==> src/rtl/div8_pkg.sv <==
// Shared types and helpers for the round-robin shared divider (div8_shared_arbiter).
package div8_pkg;

    typedef enum logic [1:0] {
        IDLE = 2'd0,
        CALC = 2'd1,
        RESP = 2'd2
    } state_t;

    localparam int          MAX_REQ       = 4;
    localparam logic [31:0] DIV0_QUOTIENT = '1;

    // Returns the first valid requester at or after ptr, wrapping at nreq.
    function automatic logic [1:0] rr_pick(input logic [MAX_REQ-1:0] valid,
                                           input logic [1:0]         ptr,
                                           input int                 nreq);
        logic [1:0] pick;
        logic       found;
        int         idx;
        logic [1:0] idx2;
        pick  = ptr;
        found = 1'b0;
        for (int k = 0; k < MAX_REQ; k++) begin
            idx  = (int'(ptr) + k) % nreq;
            idx2 = idx[1:0];
            if ((k < nreq) && !found && valid[idx2]) begin
                pick  = idx2;
                found = 1'b1;
            end
        end
        return pick;
    endfunction

endpackage

==> src/rtl/div8_iter_core.sv <==
// Iterative restoring divider: one quotient bit per cycle, WIDTH cycles after start.
module div8_iter_core #(
    parameter int WIDTH = 8
) (
    input  logic             clk,
    input  logic             rst,
    input  logic             start,
    input  logic [WIDTH-1:0] a,
    input  logic [WIDTH-1:0] b,
    output logic             done,
    output logic [WIDTH-1:0] quotient,
    output logic [WIDTH-1:0] remainder
);

    localparam int CW = $clog2(WIDTH);

    logic [WIDTH:0]   rem_q;
    logic [WIDTH-1:0] dvd_q;
    logic [WIDTH-1:0] div_q;
    logic [CW-1:0]    cnt_q;
    logic             run_q;

    logic [WIDTH:0]   rem_shift;
    logic [WIDTH:0]   rem_next;
    logic [WIDTH-1:0] dvd_next;
    logic             q_bit;

    // The dividend register doubles as the quotient register: bits shift out the top, quotient bits in the bottom.
    always_comb begin
        rem_shift = (rem_q << 1) | {{WIDTH{1'b0}}, dvd_q[WIDTH-1]};
        q_bit     = (rem_shift >= {1'b0, div_q});
        rem_next  = q_bit ? (rem_shift - {1'b0, div_q}) : rem_shift;
        dvd_next  = {dvd_q[WIDTH-2:0], q_bit};
    end

    assign done      = run_q && (cnt_q == '0);
    assign quotient  = dvd_next;
    assign remainder = rem_next[WIDTH-1:0];

    always_ff @(posedge clk) begin
        if (rst) begin
            run_q <= 1'b0;
            cnt_q <= '0;
            rem_q <= '0;
            dvd_q <= '0;
            div_q <= '0;
        end else if (start) begin
            run_q <= 1'b1;
            cnt_q <= CW'(WIDTH - 1);
            rem_q <= '0;
            dvd_q <= a;
            div_q <= b;
        end else if (run_q) begin
            rem_q <= rem_next;
            dvd_q <= dvd_next;
            cnt_q <= cnt_q - CW'(1);
            if (cnt_q == '0) begin
                run_q <= 1'b0;
            end
        end
    end

endmodule

==> src/rtl/div8_shared_arbiter.sv <==
// Round-robin arbiter sharing one iterative divider between NREQ requesters.
// Define DIV_PERF_CNT_EN to add the op_count / div0_count performance counters.
module div8_shared_arbiter
    import div8_pkg::*;
#(
    parameter int WIDTH = 8,
    parameter int NREQ  = 2
) (
    input  logic                  clk,
    input  logic                  rst,
    input  logic [NREQ-1:0]       req_valid,
    output logic [NREQ-1:0]       req_ready,
    input  logic [NREQ*WIDTH-1:0] req_a,
    input  logic [NREQ*WIDTH-1:0] req_b,
    output logic [NREQ-1:0]       rsp_valid,
    input  logic [NREQ-1:0]       rsp_ready,
    output logic [WIDTH-1:0]      rsp_quotient,
    output logic [WIDTH-1:0]      rsp_remainder,
    output logic                  rsp_div0,
    output logic                  busy
`ifdef DIV_PERF_CNT_EN
    ,
    output logic [15:0]           op_count,
    output logic [7:0]            div0_count
`endif
);

    state_t           state;
    state_t           next_state;
    logic [1:0]       rr_ptr;
    logic [1:0]       owner;
    logic [1:0]       grant;
    logic [MAX_REQ-1:0] valid_pad;
    logic             accept;
    logic             owner_ready;
    logic             core_start;
    logic             core_done;
    logic [WIDTH-1:0] sel_a;
    logic [WIDTH-1:0] sel_b;
    logic [WIDTH-1:0] core_q;
    logic [WIDTH-1:0] core_r;

    assign valid_pad  = MAX_REQ'(req_valid);
    assign grant      = rr_pick(valid_pad, rr_ptr, NREQ);
    assign accept     = (state == IDLE) && (|req_valid);
    assign core_start = accept && (sel_b != '0);
    assign busy       = (state != IDLE);

    // Operand mux follows the grant; response steering follows the latched owner.
    always_comb begin
        sel_a       = '0;
        sel_b       = '0;
        owner_ready = 1'b0;
        req_ready   = '0;
        rsp_valid   = '0;
        for (int i = 0; i < NREQ; i++) begin
            if (grant == 2'(i)) begin
                sel_a        = req_a[i*WIDTH +: WIDTH];
                sel_b        = req_b[i*WIDTH +: WIDTH];
                req_ready[i] = accept;
            end
            if (owner == 2'(i)) begin
                owner_ready  = rsp_ready[i];
                rsp_valid[i] = (state == RESP);
            end
        end
    end

    always_ff @(posedge clk) begin
        if (rst) begin
            state <= IDLE;
        end else begin
            state <= next_state;
        end
    end

    always_comb begin
        next_state = state;
        case (state)
            IDLE: if (accept)      next_state = (sel_b == '0) ? RESP : CALC;
            CALC: if (core_done)   next_state = RESP;
            RESP: if (owner_ready) next_state = IDLE;
            default:               next_state = IDLE;
        endcase
    end

    // Result buses only change when a new result is produced, so they hold after the handshake.
    always_ff @(posedge clk) begin
        if (rst) begin
            rr_ptr        <= '0;
            owner         <= '0;
            rsp_quotient  <= '0;
            rsp_remainder <= '0;
            rsp_div0      <= 1'b0;
        end else begin
            if (accept) begin
                owner <= grant;
                if (sel_b == '0) begin
                    rsp_quotient  <= DIV0_QUOTIENT[WIDTH-1:0];
                    rsp_remainder <= sel_a;
                    rsp_div0      <= 1'b1;
                end
            end
            if ((state == CALC) && core_done) begin
                rsp_quotient  <= core_q;
                rsp_remainder <= core_r;
                rsp_div0      <= 1'b0;
            end
            if ((state == RESP) && owner_ready) begin
                rr_ptr <= (owner == 2'(NREQ - 1)) ? 2'd0 : owner + 2'd1;
            end
        end
    end

`ifdef DIV_PERF_CNT_EN
    always_ff @(posedge clk) begin
        if (rst) begin
            op_count   <= '0;
            div0_count <= '0;
        end else if ((state == RESP) && owner_ready) begin
            if (op_count != 16'hFFFF) begin
                op_count <= op_count + 16'd1;
            end
            if (rsp_div0 && (div0_count != 8'hFF)) begin
                div0_count <= div0_count + 8'd1;
            end
        end
    end
`endif

    div8_iter_core #(.WIDTH(WIDTH)) u_core (
        .clk       (clk),
        .rst       (rst),
        .start     (core_start),
        .a         (sel_a),
        .b         (sel_b),
        .done      (core_done),
        .quotient  (core_q),
        .remainder (core_r)
    );

endmodule
==> config.mk <==
export PLATFORM = sky130hd
export DESIGN_NAME = div8_shared_arbiter
export DESIGN_NICKNAME = d
export VERILOG_FILES = /design/src/rtl/div8_pkg.sv /design/src/rtl/div8_iter_core.sv /design/src/rtl/div8_shared_arbiter.sv
export SDC_FILE = /design/constraint.sdc
export NUM_CORES = 1
export LEC_CHECK = 0
export ABC_AREA = 1
export BUFFER_PORTS_ARGS = -buffer_cell sky130_fd_sc_hd__buf_2
export CAP_MARGIN = 20
export CORE_UTILIZATION = 60
export CTS_BUF_LIST = sky130_fd_sc_hd__clkbuf_8
export DETAILED_ROUTE_END_ITERATION = 12
export PLACE_DENSITY = 0.95
export SLEW_MARGIN = 20
export SYNTH_ARGS = -nofsm -noshare
export SYNTH_HDL_FRONTEND = slang
export SYNTH_SLANG_ARGS = --single-unit
==> constraint.sdc <==
create_clock -name clk -period 4.5 [get_ports clk]
set_input_delay 0.675 -clock clk [delete_from_list [all_inputs] [get_ports clk]]
set_output_delay 0.675 -clock clk [all_outputs]
set_load 0.01 [all_outputs]
## After elaboration in Yosys (flattened, before gate mapping)

Cells that the tools add are included.

- Word-level logic and storage cells: 87
- Output and inout bits: 22
- Bits of input ports: 38
- Flip-flop bits (word level): 51

- Reduce and logical (&&, ||, !) cells: 23
- $add $sub $neg: 4
- Bitwise operators: 2
- $lt $le $gt $ge: 3
- Multiplexer cells: 37
- Eq/ne operators: 7

Operators by type and width:

| operator | count |
|---|---|
| $mux 8 | 13 |
| $mux 2 | 7 |
| $mux 1 | 13 |
| $ge 9x8->1 | 1 |
| $or 9x1->9 | 1 |
| $logic_not 8->1 | 1 |
| $reduce_bool 2->1 | 4 |
| $reduce_bool 8->1 | 1 |
| $sub 8x8->8 | 1 |
| $eq 2x1->1 const B | 3 |
| $logic_and 1x1->1 | 6 |
| $logic_not 2->1 | 3 |
| $mux 3 | 2 |
| $ne 2x2->1 const B | 3 |
| $pmux 2 s3 | 1 |
| $reduce_or 2->1 | 3 |
| $reduce_and 2->1 | 2 |
| $logic_not 3->1 | 1 |
| $lt 1x3->1 const B | 1 |
| $lt 2x3->1 const B | 1 |
| $reduce_and 3->1 | 1 |
| $sub 3x1->3 const B | 1 |
| $add 2x1->2 const B | 1 |
| $bmux 1 s2 | 1 |
| 4 further kinds | 4 |

## Longest topological paths before layout

Gate-level depths: netlist of run 1.

- Word-level depth: 13
- Mapped depth: 13
- Gate-level depth less buffers: 13

## Cells and area by module

A second synthesis of run 1 with hierarchy kept.

- Cell total of the unflattened synthesis: 496
- Area, all modules: 3316.9 um2

Modules (own cells, without submodules):

| module | times used | area an instance (um2) | cells an instance | seq. area each (um2) |
|---|---|---|---|---|
| div8_iter_core | 1 | 1766.7 | 257 | 560.5 |
| div8_shared_arbiter | 1 | 1550.2 | 239 | 460.4 |

## Least setup slack after synthesis of run 1

No wires, ideal clock.

- Path kind: input to register
- Start: input port req_valid[0]
- End: register u_core.cnt_q[1]
- Setup slack: 2.428 ns
- Library setup time: 0.113 ns
- Buffers on the path: 2
- Data required time: 4.387 ns
- Arrival: 1.959 ns
- Cell stages on the path: 12
- Cell sequence: nor2_2 nand2_2 buf_6 nand4_1 nand2_1 nor2_1 nand2_2 o21ai_2 buf_2 o21ai_1 o21ai_1 inv_1

- Longest elaborated chain between the ends: 12
- Elaborated cells between the ends (all ways): 19
- Those cells by class: 1 x eq/ne; 10 x mux; 8 x reduce/logical

Ends and longest elaborated chain:

| what | RTL line | text |
|---|---|---|
| from (decl) | div8_shared_arbiter.sv:11 | `input logic [NREQ-1:0] req_valid,` |
| $mux 1 (not written as such) (2 in series) | div8_pkg.sv:26 | `if ((k < nreq) && !found && valid[idx2]) begin` |
| $mux 1 | div8_pkg.sv:26 |  |
| $logic_not 1->1 | div8_pkg.sv:26 |  |
| $logic_and 1x1->1 | div8_pkg.sv:26 |  |
| $mux 2 | div8_pkg.sv:26 |  |
| $logic_not 2->1 | div8_shared_arbiter.sv:57 | `if (grant == 2'(i)) begin` |
| $mux 8 (2 in series) | div8_shared_arbiter.sv:57 |  |
| $reduce_bool 8->1 | div8_shared_arbiter.sv:46 | `assign core_start = accept && (sel_b != '0);` |
| $logic_and 1x1->1 * | div8_shared_arbiter.sv:46 |  |
| $mux 3 or $reduce_bool 2->1 (tied branches) | -- |  |
| to (signal assigned) | div8_iter_core.sv:49 | `cnt_q <= CW'(WIDTH - 1);` |
| to (signal assigned) | div8_iter_core.sv:56 | `cnt_q <= cnt_q - CW'(1);` |
| to (decl) | div8_iter_core.sv:20 | `logic [CW-1:0] cnt_q;` |

Every way passes the cells marked *; elsewhere a longest branch is shown, timed or not. The select of a mux whose other input is x is not followed.
A chain may end at the register's enable or synchronous reset.

## Worst setup path in the final report of run 1

- Start: input port req_valid[0]
- End: register u_core.dvd_q[6]

- Longest elaborated chain between the ends: 12
- Elaborated cells between the ends (all ways): 21
- Those cells by class: 1 x eq/ne; 12 x mux; 8 x reduce/logical

Ends and longest elaborated chain:

| what | RTL line | text |
|---|---|---|
| $mux 1 (not written as such) (2 in series) | div8_pkg.sv:26 |  |
| $mux 1 | div8_pkg.sv:26 |  |
| $logic_not 1->1 | div8_pkg.sv:26 |  |
| $logic_and 1x1->1 | div8_pkg.sv:26 |  |
| $mux 2 | div8_pkg.sv:26 |  |
| $logic_not 2->1 | div8_shared_arbiter.sv:57 |  |
| $mux 8 (2 in series) | div8_shared_arbiter.sv:57 |  |
| $reduce_bool 8->1 | div8_shared_arbiter.sv:46 |  |
| $logic_and 1x1->1 | div8_shared_arbiter.sv:46 |  |
| $mux 8 or $reduce_bool 2->1 (tied branches) | -- |  |
| to (signal assigned) | div8_iter_core.sv:55 | `dvd_q <= dvd_next;` |
| to (decl) | div8_iter_core.sv:18 | `logic [WIDTH-1:0] dvd_q;` |

Several ways; a longest one is shown, not always the timed one. The select of a mux whose other input is x is not followed.

==> flow_summary.ini, run 1 <==
[power_and_ir_drop]
power_frac_clock = 0.229
pwr_density_cell_mw_per_mm2 = 348
peakVddDrop_uv = 250
p_seq_frac = 0.434
p_sw_frac = 0.381
leakage_nw = 1.77
p_total_w = 0.00118
intPower_w = 0.000733
comb_power_share = 0.337
p_sw_w = 0.000451

[worst_setup_path]
crit_fanout = 32
worstSetupPathType = primary input to register
crit_required_ps = 4750
reg2reg_from = u_core.div_q[4]
critPathLaunch = req_valid[0]
arrival_ps = 2880
start_kind = primary input
crit_path_end_kind = register

[logic_synthesis]
netlist_area_mm2 = 0.00299
yosysWarnings = 0
yosysSeqAreaShare = 0.341
avgSynthCellArea_um2 = 6.44
ys_ff_latch = 51
syn_nets = 513
ys_types = 29
netlist_instances = 464

[clocking]
cts_setup_buffers = 0
clock-root-buffer = clkbuf_8
hold_buffers = 0
postCtsResizedCells = 0
worst_skew_pair.late_latency_ps = 310
htreeDepth = 2
clk_path_buf_depth = 2
cts_tree = built
clkSinkCount = 51
cts_buffers = 5
cts.reportedPaths.clkPinSlew_ps = 90

[timing]
period_share = 0.584
rsz0062_at_grt = false
fmax_ghz = 0.380
max_slew_margin = 0.468
hold_slack_ps = 457
final-setup-viol-count = 0
finClkSkew_ps = 11.6
tightest_slew_ps = 797
setup_tns_ps = 0
drv_slew = 0
hold_viol_final = 0
fin_crit_ps = 2630

[grt]
grt_pass1_wl_um = 12100
antenna_found_initial = 0
grt_max_degree = 33
grt_usage = 0.291
grt_overflow_total = 0
grt_pass1_vias = 2903

[finish]
post-route-util = 0.715
fin_nets = 565
drive_gt1_frac = 0.162
fin_cells = 584
synthToLayoutAreaGrowth_pct = 13.7
num_antenna_cells = 0

[drt]
routed_via_density = 5.35
wirelength_um = 7190
drtIter0Drc = 190
vias = 3122
wire_per_inst_um = 12.3
firstDrtPassIters = 5
route.detailed.drc = 0
drtAntennaViolNets = 0

[flow_run]
maxCapViolations = 0

[placed_design]
dp_cells = 576
hpwl_um = 5360
portBuffers = 59
gp_congestion = 0.855

[min_path]
min-delay-start = rr_ptr[1]
hp-class = register to register

[die]
coreArea_mm2 = 0.00475
rows = 25
die_h_um = 72.6
die_area_mm2 = 0.00527
die_x_um = 72.6
initial_core_util = 0.629
io_pins = 60

[run_status]
status = completed
## synthesized netlist by cell type (all sizes together)
master	instances	area, um^2
buf	7	50.1
a31oi	6	37.5
a21o	1	7.51
a21oi	31	163
fa	1	20.0
nor3	3	15.0
o21ai	33	169
inv	76	285
ha	10	125
nand3	43	215
dfxtp	51	1020
clkbuf	9	33.8
xor2	5	43.8
nand2	111	439
o22ai	2	12.5
xnor2	1	8.76
nor2	59	249
clkinv	1	3.75
nand4	11	68.8
a211oi	3	22.5
## area by class of cell
class / count / area, um^2
clock buffer: 5 / 68.8
multi-input combinational: 320 / 1600
fill: 399 / 1350
clock inverter: 3 / 23.8
timing repair buffer: 61 / 310
sequential: 51 / 1020
inverter: 77 / 289
tap: 67 / 83.8
## cells in the final DEF, fill, tap and decap left out, drive strengths merged
master / count
a211oi: 3
a21o: 1
a21oi: 31
a31oi: 6
buf: 61
clkbuf: 5
clkinv: 1
clkinvlp: 2
dfxtp: 51
fa: 1
ha: 10
inv: 77
nand2: 111
nand3: 43
nand4: 11
nor2: 59
nor3: 3
o21ai: 33
o22ai: 2
xnor2: 1
xor2: 5
## worst paths after layout
check / end / slack (ps) / depth (start not counted)
setup reg to reg: rsp_remainder[2] / 1890 / 10
hold / removal: rr_ptr[1] / 460 / 2
hold reg to reg: rr_ptr[1] / 460 / 2
setup / recovery: u_core.dvd_q[6] / 1870 / 12
## registers in the layout, summed over array words and instances (netlist names)
register and cells:
u_core.run_q 1, state 2, u_core.cnt_q 3, u_core.dvd_q 8, rr_ptr 2, rsp_div0 1, owner 2, u_core.rem_q 8
rsp_quotient 8, u_core.div_q 8, rsp_remainder 8
## critical path: stages
cell and delay, ps:
buf_2 110, nor2_2 140, nand2_2 210, nand2_2 190, o21ai_1 80, nor2_1 80
nand2_1 130, o21ai_4 600, nand2_1 320, nor2_1 200, nor2_1 60, nor2_1 70
## per-stage QoR
| step | cell area (um^2) | setup WS [ps] |
|---|---|---|
| final | 3400 | 1870 |
| after detailed placement | 3300 | 1300 |
| after global placement | 3300 | 1430 |
| after global routing | 3400 | 1570 |
| after floorplan | 2990 | 2430 |
| after CTS | 3390 | 1600 |
## per-layer routing
| layer | wire length [um] | vias up | track usage |
|---|---|---|---|
| li1 | - | 1575 | - |
| met1 | 3050 | 1425 | 0.357 |
| met2 | 3650 | 113 | 0.519 |
| met3 | 413 | 9 | 0.0511 |
| met4 | 68 | 0 | 0.0850 |
| met5 | 0 | - | 0 |
## power by group through the flow
stage | combinational [W] | clock (W) | sequential, W
6_report | 0.000399 | 0.000271 | 0.000514
5_1_grt | 0.000449 | 0.000295 | 0.000517
4_1_cts | 0.000391 | 0.000275 | 0.000513
3_5_place_dp | 0.000388 | 0 | 0.000523
3_3_place_gp | 0.000374 | 0 | 0.000521
2_1_floorplan | 0.000302 | 0 | 0.000513
## logic make-up (layout without fill, tap and decap cells)
kind of cell	after synthesis	count (layout)	share of synthesized area
adders and majority gates	11	11	0.0485
and+or+nand+nor	227	227	0.330
buffers and inverters	93	146	0.125
xor gates and xnor gates	6	6	0.0176
AOI/OAI and AO/OA	76	76	0.138
DFF	51	51	0.341
Power figures use the tool's default switching activity.
==> run 2: changes to the inputs <==
Settings changed: CORE_UTILIZATION 60 to 57, PLACE_DENSITY 0.95 to 0.91.
Clock period 4.5 ns to 2.6 ns, I/O delays scaled along.
==> run 2 against run 1 <==
Highest routed layer unchanged. Sequential power increased by 70%. Critical endpoint is now u_core.rem_q[2]. Utilization decreased by 0.32 points. Global-route usage about the same. Hold slack gained 15 ps. Setup slack worse by 1500 ps. Critical path type is now register to register. Routed wire length increased by 2.7%. Design area rose by 2.2%.
==> flow_summary.ini, run 2 (synthesis results as in run 1) <==
[worst_setup_path]
crit_chain = nand2_1 -> nand2_2 -> nand2_4 -> nand3_1 -> nand2_1 -> nor2_1 -> nand2_2 -> o21ai_2 -> nand2_1 -> a211oi_1
worst_path_largest_cell_delay_ps = 370
path_common_cell = nand2_1
crit_path_end_kind = register
worstSetupPathType = register to register
cp_slowest_cell = o21ai_2
arrival_ps = 2440
crit_required_ps = 2830
crit_fanout = 10
start_kind = register

[drt]
wirelength_um = 7380
routed_via_density = 5.29
route.detailed.drc = 0
wire_per_inst_um = 12.5
drtAntennaViolNets = 0
firstDrtPassIters = 5
drtIter0Drc = 287
vias = 3117

[timing]
hold_viol_final = 0
drv_slew = 0
setup_tns_ps = 0
fin_crit_ps = 2220
rsz0062_at_grt = false
tightest_slew_ps = 409
fmax_ghz = 0.451
period_share = 0.852
final-setup-viol-count = 0
finClkSkew_ps = 5.41
max_slew_margin = 0.727

[finish]
n_fill_cell = 423
final_common_cell = nand2_1
drive_gt1_frac = 0.170
num_antenna_cells = 0
multiInputGateArea_mm2 = 0.00160
synthToLayoutAreaGrowth_pct = 16.2
fin_nets = 570
seq_area_mm2 = 0.00102
layout_common_cells = nand2_1, inv_1, buf_2
fin_cells = 589

[die]
io_pins = 60
die_x_um = 74.4
die_area_mm2 = 0.00554
die_h_um = 74.4
coreArea_mm2 = 0.00488
rows = 25
initial_core_util = 0.613

[grt]
grt_usage = 0.290
antenna_found_initial = 0
grt_overflow_total = 0
grt_pass1_wl_um = 12400
grt_pass1_vias = 2868
grt_max_degree = 32

[clocking]
htreeDepth = 2
clkSinkCount = 51
cts_buffers = 5
postCtsResizedCells = 0
clock-root-buffer = clkbuf_8
worst_skew_pair.late_latency_ps = 310
cts_setup_buffers = 0
hold_buffers = 0
clk_path_buf_depth = 2
cts.reportedPaths.clkPinSlew_ps = 100
cts_tree = built

[power_and_ir_drop]
leakage_nw = 1.82
peakVddDrop_uv = 562
pwr_density_cell_mw_per_mm2 = 651

[placed_design]
hpwl_um = 5450
gp_congestion = 0.921
dp_cells = 581
portBuffers = 59

[run_status]
status = completed

[flow_run]
maxCapViolations = 0

[min_path]
hp-class = register to register
[run 2: changes by cell type in the layout (fill, tap and decap cells not counted)]
cell	before	now
buf_4	2	7
bufinv_16	0	2
clkinvlp_4	2	1
inv_6	1	0
o21ai_2	0	1
o21ai_4	1	0
[run 2: worst max-delay path: cells and delay by family, from the launching register on]
family,cells,cell delay (ps)
simple gates,8,1140
compound gates,2,620
flops,1,360
[run 2: per-layer routing]
metal | up-vias | global-route usage | routed length, um
met3 | 19 | 0.0583 | 440
met4 | 0 | 0.115 | 136
met5 | - | 0 | 0
met1 | 1397 | 0.361 | 3200
li1 | 1586 | - | -
met2 | 115 | 0.492 | 3610
[run 2: final cells by class]
type                    count  share of cell area
clock buffers               5              0.0198
clock inverters             3              0.0194
inverters                  77              0.0832
multi-input cells         320               0.459
flip-flops and latches     51               0.294
well taps                  67              0.0241
repair buffers             66               0.100
[run 2: where the power goes]
group / internal (W) / switching [W] / total (W)
Clock: 0.000384 / 0.000278 / 0.000662
Sequential: 0.000841 / 0.0000339 / 0.000875
Combinational: 0.000253 / 0.000472 / 0.000724
Total: 0.00148 / 0.000784 / 0.00226
[run 2: metrics by stage]
stage	setup slack, ps	total power, W	cell area [um^2]	util	hold slack, ps
floorplan	672	0.00141	2990	-	435
global placement	415	0.00157	3340	0.684	450
detailed placement	302	0.00160	3340	0.684	461
CTS	421	0.00226	3470	0.712	475
global route	160	0.00242	3470	0.712	505
finish	384	0.00226	3470	0.712	473
[run 2: worst paths after layout]
check,end,startpoint,slack [ps],cells past startpoint
hold reg to reg,u_core.div_q[2],u_core.div_q[2],470,2
setup / recovery,u_core.rem_q[2],rr_ptr[0],380,10
setup reg to reg,u_core.rem_q[2],rr_ptr[0],380,10
hold / removal,u_core.div_q[2],u_core.div_q[2],470,2
